[src/rtl/hazard_ctrl.sv]
// Pipeline hazard controller: load-use stall, redirect flush, data-memory freeze
// with timeout watchdog, plus saturating stall/flush event counters.
module hazard_ctrl #(
    parameter int REDIRECT_CYCLES = 1,
    parameter int MEM_TIMEOUT     = 64,
    parameter int CNT_W           = 16
) (
    input  logic             Clock,
    input  logic             Reset,
    input  logic [4:0]       dec_addr1,
    input  logic [4:0]       dec_addr2,
    input  logic             dec_use1,
    input  logic             dec_use2,
    input  logic [4:0]       ex_rd,
    input  logic             ex_Rmem,
    input  logic             ex_redirect,
    input  logic             mem_req,
    input  logic             mem_ready,
    output logic             pc_en,
    output logic             ifid_en,
    output logic             idex_en,
    output logic             exmem_en,
    output logic             ifid_flush,
    output logic             idex_flush,
    output logic             mem_timeout,
    output logic [CNT_W-1:0] stall_count,
    output logic [CNT_W-1:0] flush_count
);

    localparam int WCNT_W = $clog2(MEM_TIMEOUT);
    localparam logic [WCNT_W-1:0] WCNT_LIM = WCNT_W'(MEM_TIMEOUT - 1);

    typedef enum logic [1:0] {RUN, REDIRECT, MEM_WAIT} state_t;

    state_t            state;
    state_t            saved_state;
    state_t            cur_state;
    logic [3:0]        rcnt;
    logic [WCNT_W-1:0] wcnt;
    logic              freeze;
    logic              load_use;

    function automatic logic [CNT_W-1:0] sat_inc(input logic [CNT_W-1:0] v);
        return (&v) ? v : v + 1'b1;
    endfunction

    // While frozen the pipeline behaves as if still in the pre-freeze state.
    always_comb begin
        cur_state = (state == MEM_WAIT) ? saved_state : state;
        freeze    = mem_req && !mem_ready;
        load_use  = ex_Rmem && (ex_rd != 5'd0) &&
                    ((dec_use1 && (dec_addr1 == ex_rd)) ||
                     (dec_use2 && (dec_addr2 == ex_rd)));
    end

    always_comb begin
        pc_en      = 1'b1;
        ifid_en    = 1'b1;
        idex_en    = 1'b1;
        exmem_en   = 1'b1;
        ifid_flush = 1'b0;
        idex_flush = 1'b0;
        if (Reset) begin
            pc_en      = 1'b0;
            ifid_en    = 1'b0;
            idex_en    = 1'b0;
            exmem_en   = 1'b0;
            ifid_flush = 1'b1;
            idex_flush = 1'b1;
        end else if (freeze) begin
            pc_en    = 1'b0;
            ifid_en  = 1'b0;
            idex_en  = 1'b0;
            exmem_en = 1'b0;
        end else if (cur_state == REDIRECT) begin
            ifid_flush = 1'b1;
        end else if (ex_redirect) begin
            ifid_flush = 1'b1;
            idex_flush = 1'b1;
        end else if (load_use) begin
            pc_en      = 1'b0;
            ifid_en    = 1'b0;
            idex_flush = 1'b1;
        end
    end

    always_ff @(posedge Clock) begin
        if (Reset) begin
            state       <= RUN;
            saved_state <= RUN;
            rcnt        <= 4'd0;
            wcnt        <= '0;
            mem_timeout <= 1'b0;
            stall_count <= '0;
            flush_count <= '0;
        end else if (freeze) begin
            if (state != MEM_WAIT)
                saved_state <= state;
            state       <= MEM_WAIT;
            stall_count <= sat_inc(stall_count);
            if (wcnt != WCNT_LIM)
                wcnt <= wcnt + 1'b1;
            else
                mem_timeout <= 1'b1;
        end else begin
            wcnt <= '0;
            if (cur_state == REDIRECT) begin
                if (rcnt == 4'd0) begin
                    state <= RUN;
                end else begin
                    state <= REDIRECT;
                    rcnt  <= rcnt - 4'd1;
                end
            end else begin
                state <= RUN;
                if (ex_redirect) begin
                    flush_count <= sat_inc(flush_count);
                    if (REDIRECT_CYCLES > 0) begin
                        state <= REDIRECT;
                        rcnt  <= 4'(REDIRECT_CYCLES - 1);
                    end
                end else if (load_use) begin
                    stall_count <= sat_inc(stall_count);
                end
            end
        end
    end

endmodule

[config.mk]
export PLATFORM = sky130hd
export DESIGN_NAME = hazard_ctrl
export DESIGN_NICKNAME = d
export VERILOG_FILES = /design/src/rtl/hazard_ctrl.sv
export SDC_FILE = /design/constraint.sdc
export NUM_CORES = 1
export LEC_CHECK = 0
export ABC_AREA = 1
export CAP_MARGIN = 40
export CORE_UTILIZATION = 40
export DETAILED_ROUTE_END_ITERATION = 10
export PLACE_DENSITY = 0.63
export SYNTH_ARGS = -nofsm -noshare
export SYNTH_HDL_FRONTEND = slang
export SYNTH_SLANG_ARGS = --single-unit
[constraint.sdc]
create_clock -name Clock -period 1.8 [get_ports Clock]
set_input_delay 0.27 -clock Clock [delete_from_list [all_inputs] [get_ports Clock]]
set_output_delay 0.27 -clock Clock [all_outputs]
set_load 0.005 [all_outputs]
==> key figures, run 1 <==
Timing
  • Fin crit share: 96.0%
  • Hold Violations, Final: 0
  • Clock Skew: 11.1 ps
  • Count of final setup violators: 0
  • Max Freq: 579 MHz
  • Slew margin rel.: 73.3%
  • Final max-slew violation count: 0
  • Worst Tran Pin Value: 397 ps
  • Setup ws final: 72.0 ps
  • Post-layout min period: 1730 ps
  • RSZ-0062 raised after global routing: yes

Clock network
  • Clock Latency Late Sink: 300 ps
  • Clock buffer depth: 2
  • CTS tree: yes
  • CTS Sinks: 47
  • CTS Buf Count: 5
  • CTS clock-pin slew for the worst setup and hold paths: 80 ps
  • CTS Root Cell: clkbuf_8
  • H-tree depth: 2

Route
  • 1st-iter DRT viols: 80
  • Average wire per standard cell: 10.9 um
  • Vias post-DR: 2753
  • DR DRC count: 3
  • DRT Wirelength: 6270 um
  • Vias per inst: 4.79
  • DRT antenna net count: 0
  • First drt pass iteration count: 7

Worst hold path
  • Tightest Hold Check Type: in2reg

Floorplanning
  • Core region area: 6420 um2
  • Starting density of the core: 41.9%
  • Die Width: 84.0 um
  • Die area: 7050 um2
  • DIE HEIGHT: 84.0 um
  • IO Pins: 62
  • Num rows: 29

Flow run
  • Max-Cap Viols: 0

Global route
  • Vias in the first global route: 2528
  • First-pass GRT wire length: 10900 um
  • Initial antenna violation count: 0
  • Total track usage: 18.7%
  • Largest net degree at the start of global routing: 32
  • Total gr overflow: 0

Synthesis
  • Register area share after synthesis: 35.0%
  • Mapped Cells: 414
  • Synth cell types: 35
  • Area share of the largest cell type after synthesis: 35.0%
  • Synth top area cells: dfxtp_1 35%, nand2_1 14%, nor2_1 7.7%
  • Mapped Area: 2690 um2
  • Syn nets: 441
  • Syn_area_per_cell: 6.49 um2
  • Synth warn: 0
  • Area leader, netlist: dfxtp_1
  • Yosys reg bits: 47

Pwr
  • Pwr per Cell Area: 559 nW/um2
  • Max IR drop VDD: 338 uV
  • Leak: 0.00159 uW
  • Total power: 2070 uW

Layout
  • Area delta synth->final: 37.7%
  • # diodes: 0
  • Seq. cell area: 946 um2
  • Fill cells: 622
  • Commonest non-fill, non-tap cells in the layout: 95 x nand2_1, 53 x inv_1, 48 x nor2_1
  • Multi-input logic area: 1550 um2
  • Share of cells above drive strength 1: 18.1%
  • Final net count: 525
  • Commonest non-fill, non-tap cell in the layout: nand2_1

Critical path
  • Setup CP Type: reg2out
  • Crit path DAT: 1460 ps
  • CP required: 1530 ps
  • CP Launch Type: register
  • Critical path fanouts, max: 3
  • Crit. End Element: output port

Placed design
  • Gpl congestion: 0.790
  • Pre-CTS setup slack: -571 ps
  • Hpwl dp: 4550 um
  • I/O Buffers: 61

Outcome
  • Failing checks: DRC
  • Status: complete, but fails checks
-- final timing paths --
path,endpoint,slack [ps],cells past startpoint,startpoint
setup reg to reg,stall_count[3],150,12,stall_count[0]
hold / removal,state[1],460,5,mem_ready
setup / recovery,ifid_flush,70,7,state[1]
hold reg to reg,rcnt[0],460,1,rcnt[0]
-- power breakdown --
group / internal, uW / switching [uW] / total (uW)
Clock: 302 / 352 / 654
Sequential: 1060 / 15.6 / 1080
Combinational: 156 / 181 / 338
-- sequential cells by signal, summed over array words and instances, names as in the netlist --
register and cells:
state 2, saved_state 2, stall_count 16, rcnt 4, mem_timeout 1, wcnt 6, flush_count 16
-- metrics by stage --
stage | hold WS, ps | std cells | instance area (um2) | util [%] | TNS [ps]
after floorplan | 370 | 414 | 2690 | - | 0
after global placement | 443 | 565 | 3500 | 54.5 | -7140
after detailed placement | 441 | 565 | 3500 | 54.5 | -7870
after CTS | 463 | 574 | 3610 | 56.2 | -68.9
after global routing | 473 | 575 | 3700 | 57.6 | -40.0
final | 457 | 575 | 3700 | 57.6 | 0
-- metal layers --
metal	track usage, %	up-vias	routed length, um
li1	-	1481	-
met1	23.5	1224	3050
met2	32.3	42	2940
met3	3.56	6	187
met4	5.64	0	83
met5	0	-	0
-- what timing repair did --
action                                  CTS  global route
pin swaps                                 9             8
hold buffers                              0             0
gates resized for setup                  37            27
endpoints found under the setup margin    6            26
gates cloned                              0             1
buffers inserted                          2             1
-- synth_stat cells (all sizes together) --
library cell / n
a211oi: 1
a21oi: 32
a31oi: 2
buf: 10
clkbuf: 1
dfxtp: 47
ha: 4
inv: 63
nand2: 101
nand3: 37
nand3b: 1
nand4: 5
nor2: 65
nor3: 16
nor3b: 3
o21ai: 16
o22ai: 1
o41ai: 1
or2: 2
xnor2: 4
xor2: 2
-- cells by family after synthesis --
family                   synth area share (%)
AND/OR/NAND/NOR                          39.5
buffers and inverters                    11.5
AO/OA/AOI/OAI                            10.2
flip-flops                               35.0
XOR/XNOR                                 1.95
adder cells (fa/ha/maj)                  1.86
-- worst max-delay path: stages, from the launching register on --
cell           delay [ps]
dfxtp_1               370
inv_1                  80
o21ai_2               200
nand2_1               110
nand3_1                80
nand2_1                60
inv_1                  50
dlygate4sd2_1         220
-- area by class of cell --
cell class                 instances  area share, %
multi-input combinational        294           41.8
timing repair buffer              87           21.3
tap                               77           2.60
clock buffer                       6           2.23
clock inverter                     1          0.135
sequential                        47           25.5
inverter                          63           6.39
No activity file was read; power rests on OpenSTA's default activity.
==> inputs of run 2 (changes only) <==
--- a/config.mk
+++ b/config.mk
@@ -8,5 +8,6 @@
 export ABC_AREA = 1
-export CAP_MARGIN = 40
+export CAP_MARGIN = 20
 export CORE_UTILIZATION = 40
 export DETAILED_ROUTE_END_ITERATION = 10
+export GPL_ROUTABILITY_DRIVEN = 0
 export PLACE_DENSITY = 0.63
==> constraint.sdc (replaced) <==
create_clock -name Clock -period 1.8 [get_ports Clock]
set_input_delay 0.36 -clock Clock [delete_from_list [all_inputs] [get_ports Clock]]
set_output_delay 0.36 -clock Clock [all_outputs]
set_load 0.005 [all_outputs]
==> run 2 against run 1 <==
Register-to-register slack barely moved; the run still ends with DRC left; sequential cell count did not move; worst setup slack improved by 2.4 ps; largest power group unchanged.
==> key figures, run 2 (synthesized netlist as in run 1, its figures left out) <==
Outcome
  • Status: complete, but fails checks
  • Failing checks: DRC

Layout
  • Multi-input logic area: 1490 um2 (-4.0%)
  • Layout Cells excl Fill: 585 (+1.7%)
  • Seq. cell area: 945 um2 (-0.13%)
  • Fin area: 3690 um2 (-0.20%)
  • Share of cells above drive strength 1: 20.5% (+2.4 points)
  • Area delta synth->final: 37.4%
  • Fill cells: 639 (+2.7%)
  • Commonest non-fill, non-tap cells in the layout: 96 x nand2_1, 51 x nor2_1, 50 x inv_1
  • Final net count: 535 (+1.9%)
  • Largest registers: flush_count: 16 flops, stall_count: 16 flops, wcnt: 6 flops
  • Commonest non-fill, non-tap cell in the layout: nand2_1
  • # diodes: 0 (unchanged)

Placed design
  • Placed cell area: 3510 um2 (+0.21%)
  • Hpwl dp: 4510 um (-1.0%)
  • Dpl cells: 566 (+0.18%)
  • I/O Buffers: 61 (unchanged)
  • Pre-CTS setup slack: -718 ps (-146 ps)

Floorplanning
  • DIE HEIGHT: 84.0 um (unchanged)
  • Die area: 7050 um2 (unchanged)
  • Num rows: 29 (unchanged)
  • IO Pins: 62 (unchanged)
  • Core region area: 6420 um2 (unchanged)
  • Starting density of the core: 41.9% (unchanged)
  • Die Width: 84.0 um (unchanged)

Route
  • 1st-iter DRT viols: 93 (+16%)
  • Vias post-DR: 2771 (+0.65%)
  • DR DRC count: 4 (+1)
  • First drt pass iteration count: 8 (+1)
  • Metal3 WL: 242 um (+29%)
  • DRT Wirelength: 6270 um (+0.11%)
  • Vias per inst: 4.74 (-1.1%)
  • Top Layer Used: met4
  • Average wire per standard cell: 10.7 um (-1.6%)
  • WL met1: 3010 um (-1.3%)
  • DRT antenna net count: 0 (unchanged)
  • Met2 wire length: 2960 um (+0.65%)

Flow run
  • Max-Cap Viols: 0 (unchanged)

Timing
  • Count of final setup violators: 0 (unchanged)
  • Hold Violations, Final: 0 (unchanged)
  • Clock Skew: 13.1 ps (+2.02 ps)
  • Fin crit share: 95.9% (-0.13 points)
  • Post-layout min period: 1730 ps (-2.37 ps)
  • Worst Tran Pin Value: 386 ps (-10.5 ps)
  • Setup ws final: 74.4 ps (+2.37 ps)
  • Fin Hold WS: 472 ps (+14.6 ps)
  • Final max-slew violation count: 0 (unchanged)
  • Max Freq: 580 MHz (+0.14%)
  • Slew margin rel.: 74.0% (+0.71 points)

Pwr
  • Leak: 0.00161 uW (+1.1%)
  • Pwr per Cell Area: 593 nW/um2 (+6.2%)
  • Total power: 2190 uW (+6.0%)
  • Max IR drop VDD: 302 uV (-11%)

Clock network
  • CTS clock-pin slew for the worst setup and hold paths: 90 ps (about the same)
  • CTS tree: yes
  • Clock Latency Late Sink: 310 ps (about the same)
  • Clock buffer depth: 2 (unchanged)
  • CTS Buf Count: 5 (unchanged)
  • H-tree depth: 2 (unchanged)
  • CTS Sinks: 47 (unchanged)
  • CTS Root Cell: clkbuf_8

Critical path
  • CP required: 1440 ps (-90 ps)
  • CP Launch Type: register
  • Critical path fanouts, max: 3 (unchanged)
  • Crit. End Element: output port
  • Setup CP Type: reg2out
  • Reg2Reg Depth: 12 (unchanged)
  • Crit path DAT: 1370 ps (-90 ps)

Global route
  • Total track usage: 18.9% (+0.23 points)
  • Initial antenna violation count: 0 (unchanged)
  • First-pass GRT wire length: 10900 um (+0.64%)
  • Total gr overflow: 0 (unchanged)
  • Vias in the first global route: 2553 (+0.99%)
  • Largest net degree at the start of global routing: 32 (unchanged)

Worst hold path
  • Tightest Hold Check Type: reg2reg
  • Hold Crit Depth: 1 (-4)
-- run 2: changes by cell type in the layout (fill, tap and decap cells not counted), moves of 3 or more --
cell / before / now
clkbuf_2: 1 / 9
nor2_4: 8 / 5
nor2_1: 48 / 51
dlygate4sd2_1: 17 / 9
buf_4: 23 / 36
buf_6: 3 / 0
nor3_1: 12 / 15
inv_1: 53 / 50
clkdlybuf4s15_1: 0 / 6
nor3_2: 3 / 0
inv_2: 10 / 13
dlymetal6s2s_1: 3 / 0
clkdlybuf4s50_1: 38 / 34
-- run 2: final timing paths --
check             startpoint              end  slack [ps]
hold reg to reg      rcnt[0]          rcnt[0]         470
hold / removal       rcnt[0]          rcnt[0]         470
setup reg to reg    state[0]  flush_count[13]         160
setup / recovery    state[1]       ifid_flush          70
-- run 2: timing repair --
action                                  CTS  global route
resized for setup                        46            36
gates cloned                              0             0
endpoints found under the setup margin   17            21
setup buffers                             7             5
pin swaps                                14            20
hold buffers                              0             0
-- run 2: routing by layer --
| layer | vias to the layer above | GRT usage (%) |
|---|---|---|
| met1 | 1216 | 24.5 |
| met2 | 55 | 32.2 |
| met4 | 0 | 5.17 |
| li1 | 1496 | - |
| met3 | 4 | 3.56 |
| met5 | - | 0 |
-- run 2: through the flow --
step	utilization [%]	TNS (ps)
2_1_floorplan	-	0
3_3_place_gp	54.7	-11380
3_5_place_dp	54.7	-11610
4_1_cts	56.6	0
5_1_grt	57.5	-37.0
6_report	57.5	0
-- run 2: final cells by class --
type	instances	share of cell area, %
Sequential cell	47	25.6
Tap cell	77	2.61
Timing Repair Buffer	98	22.5
Clock inverter	1	0.813
Inverter	63	6.40
Multi-Input combinational cell	293	40.2
Clock buffer	6	1.96
-- run 2: critical path: stages, from the launching register on --
cell,delay [ps]
dfxtp_2,350
inv_1,60
o21ai_2,150
nand2_1,90
nand3_1,70
nand2_1,60
inv_1,50
dlygate4sd2_1,230
-- run 2: power by group --
group | internal [uW] | switching, uW
clock network | 408 | 361
logic | 166 | 181
registers | 1060 | 16.4
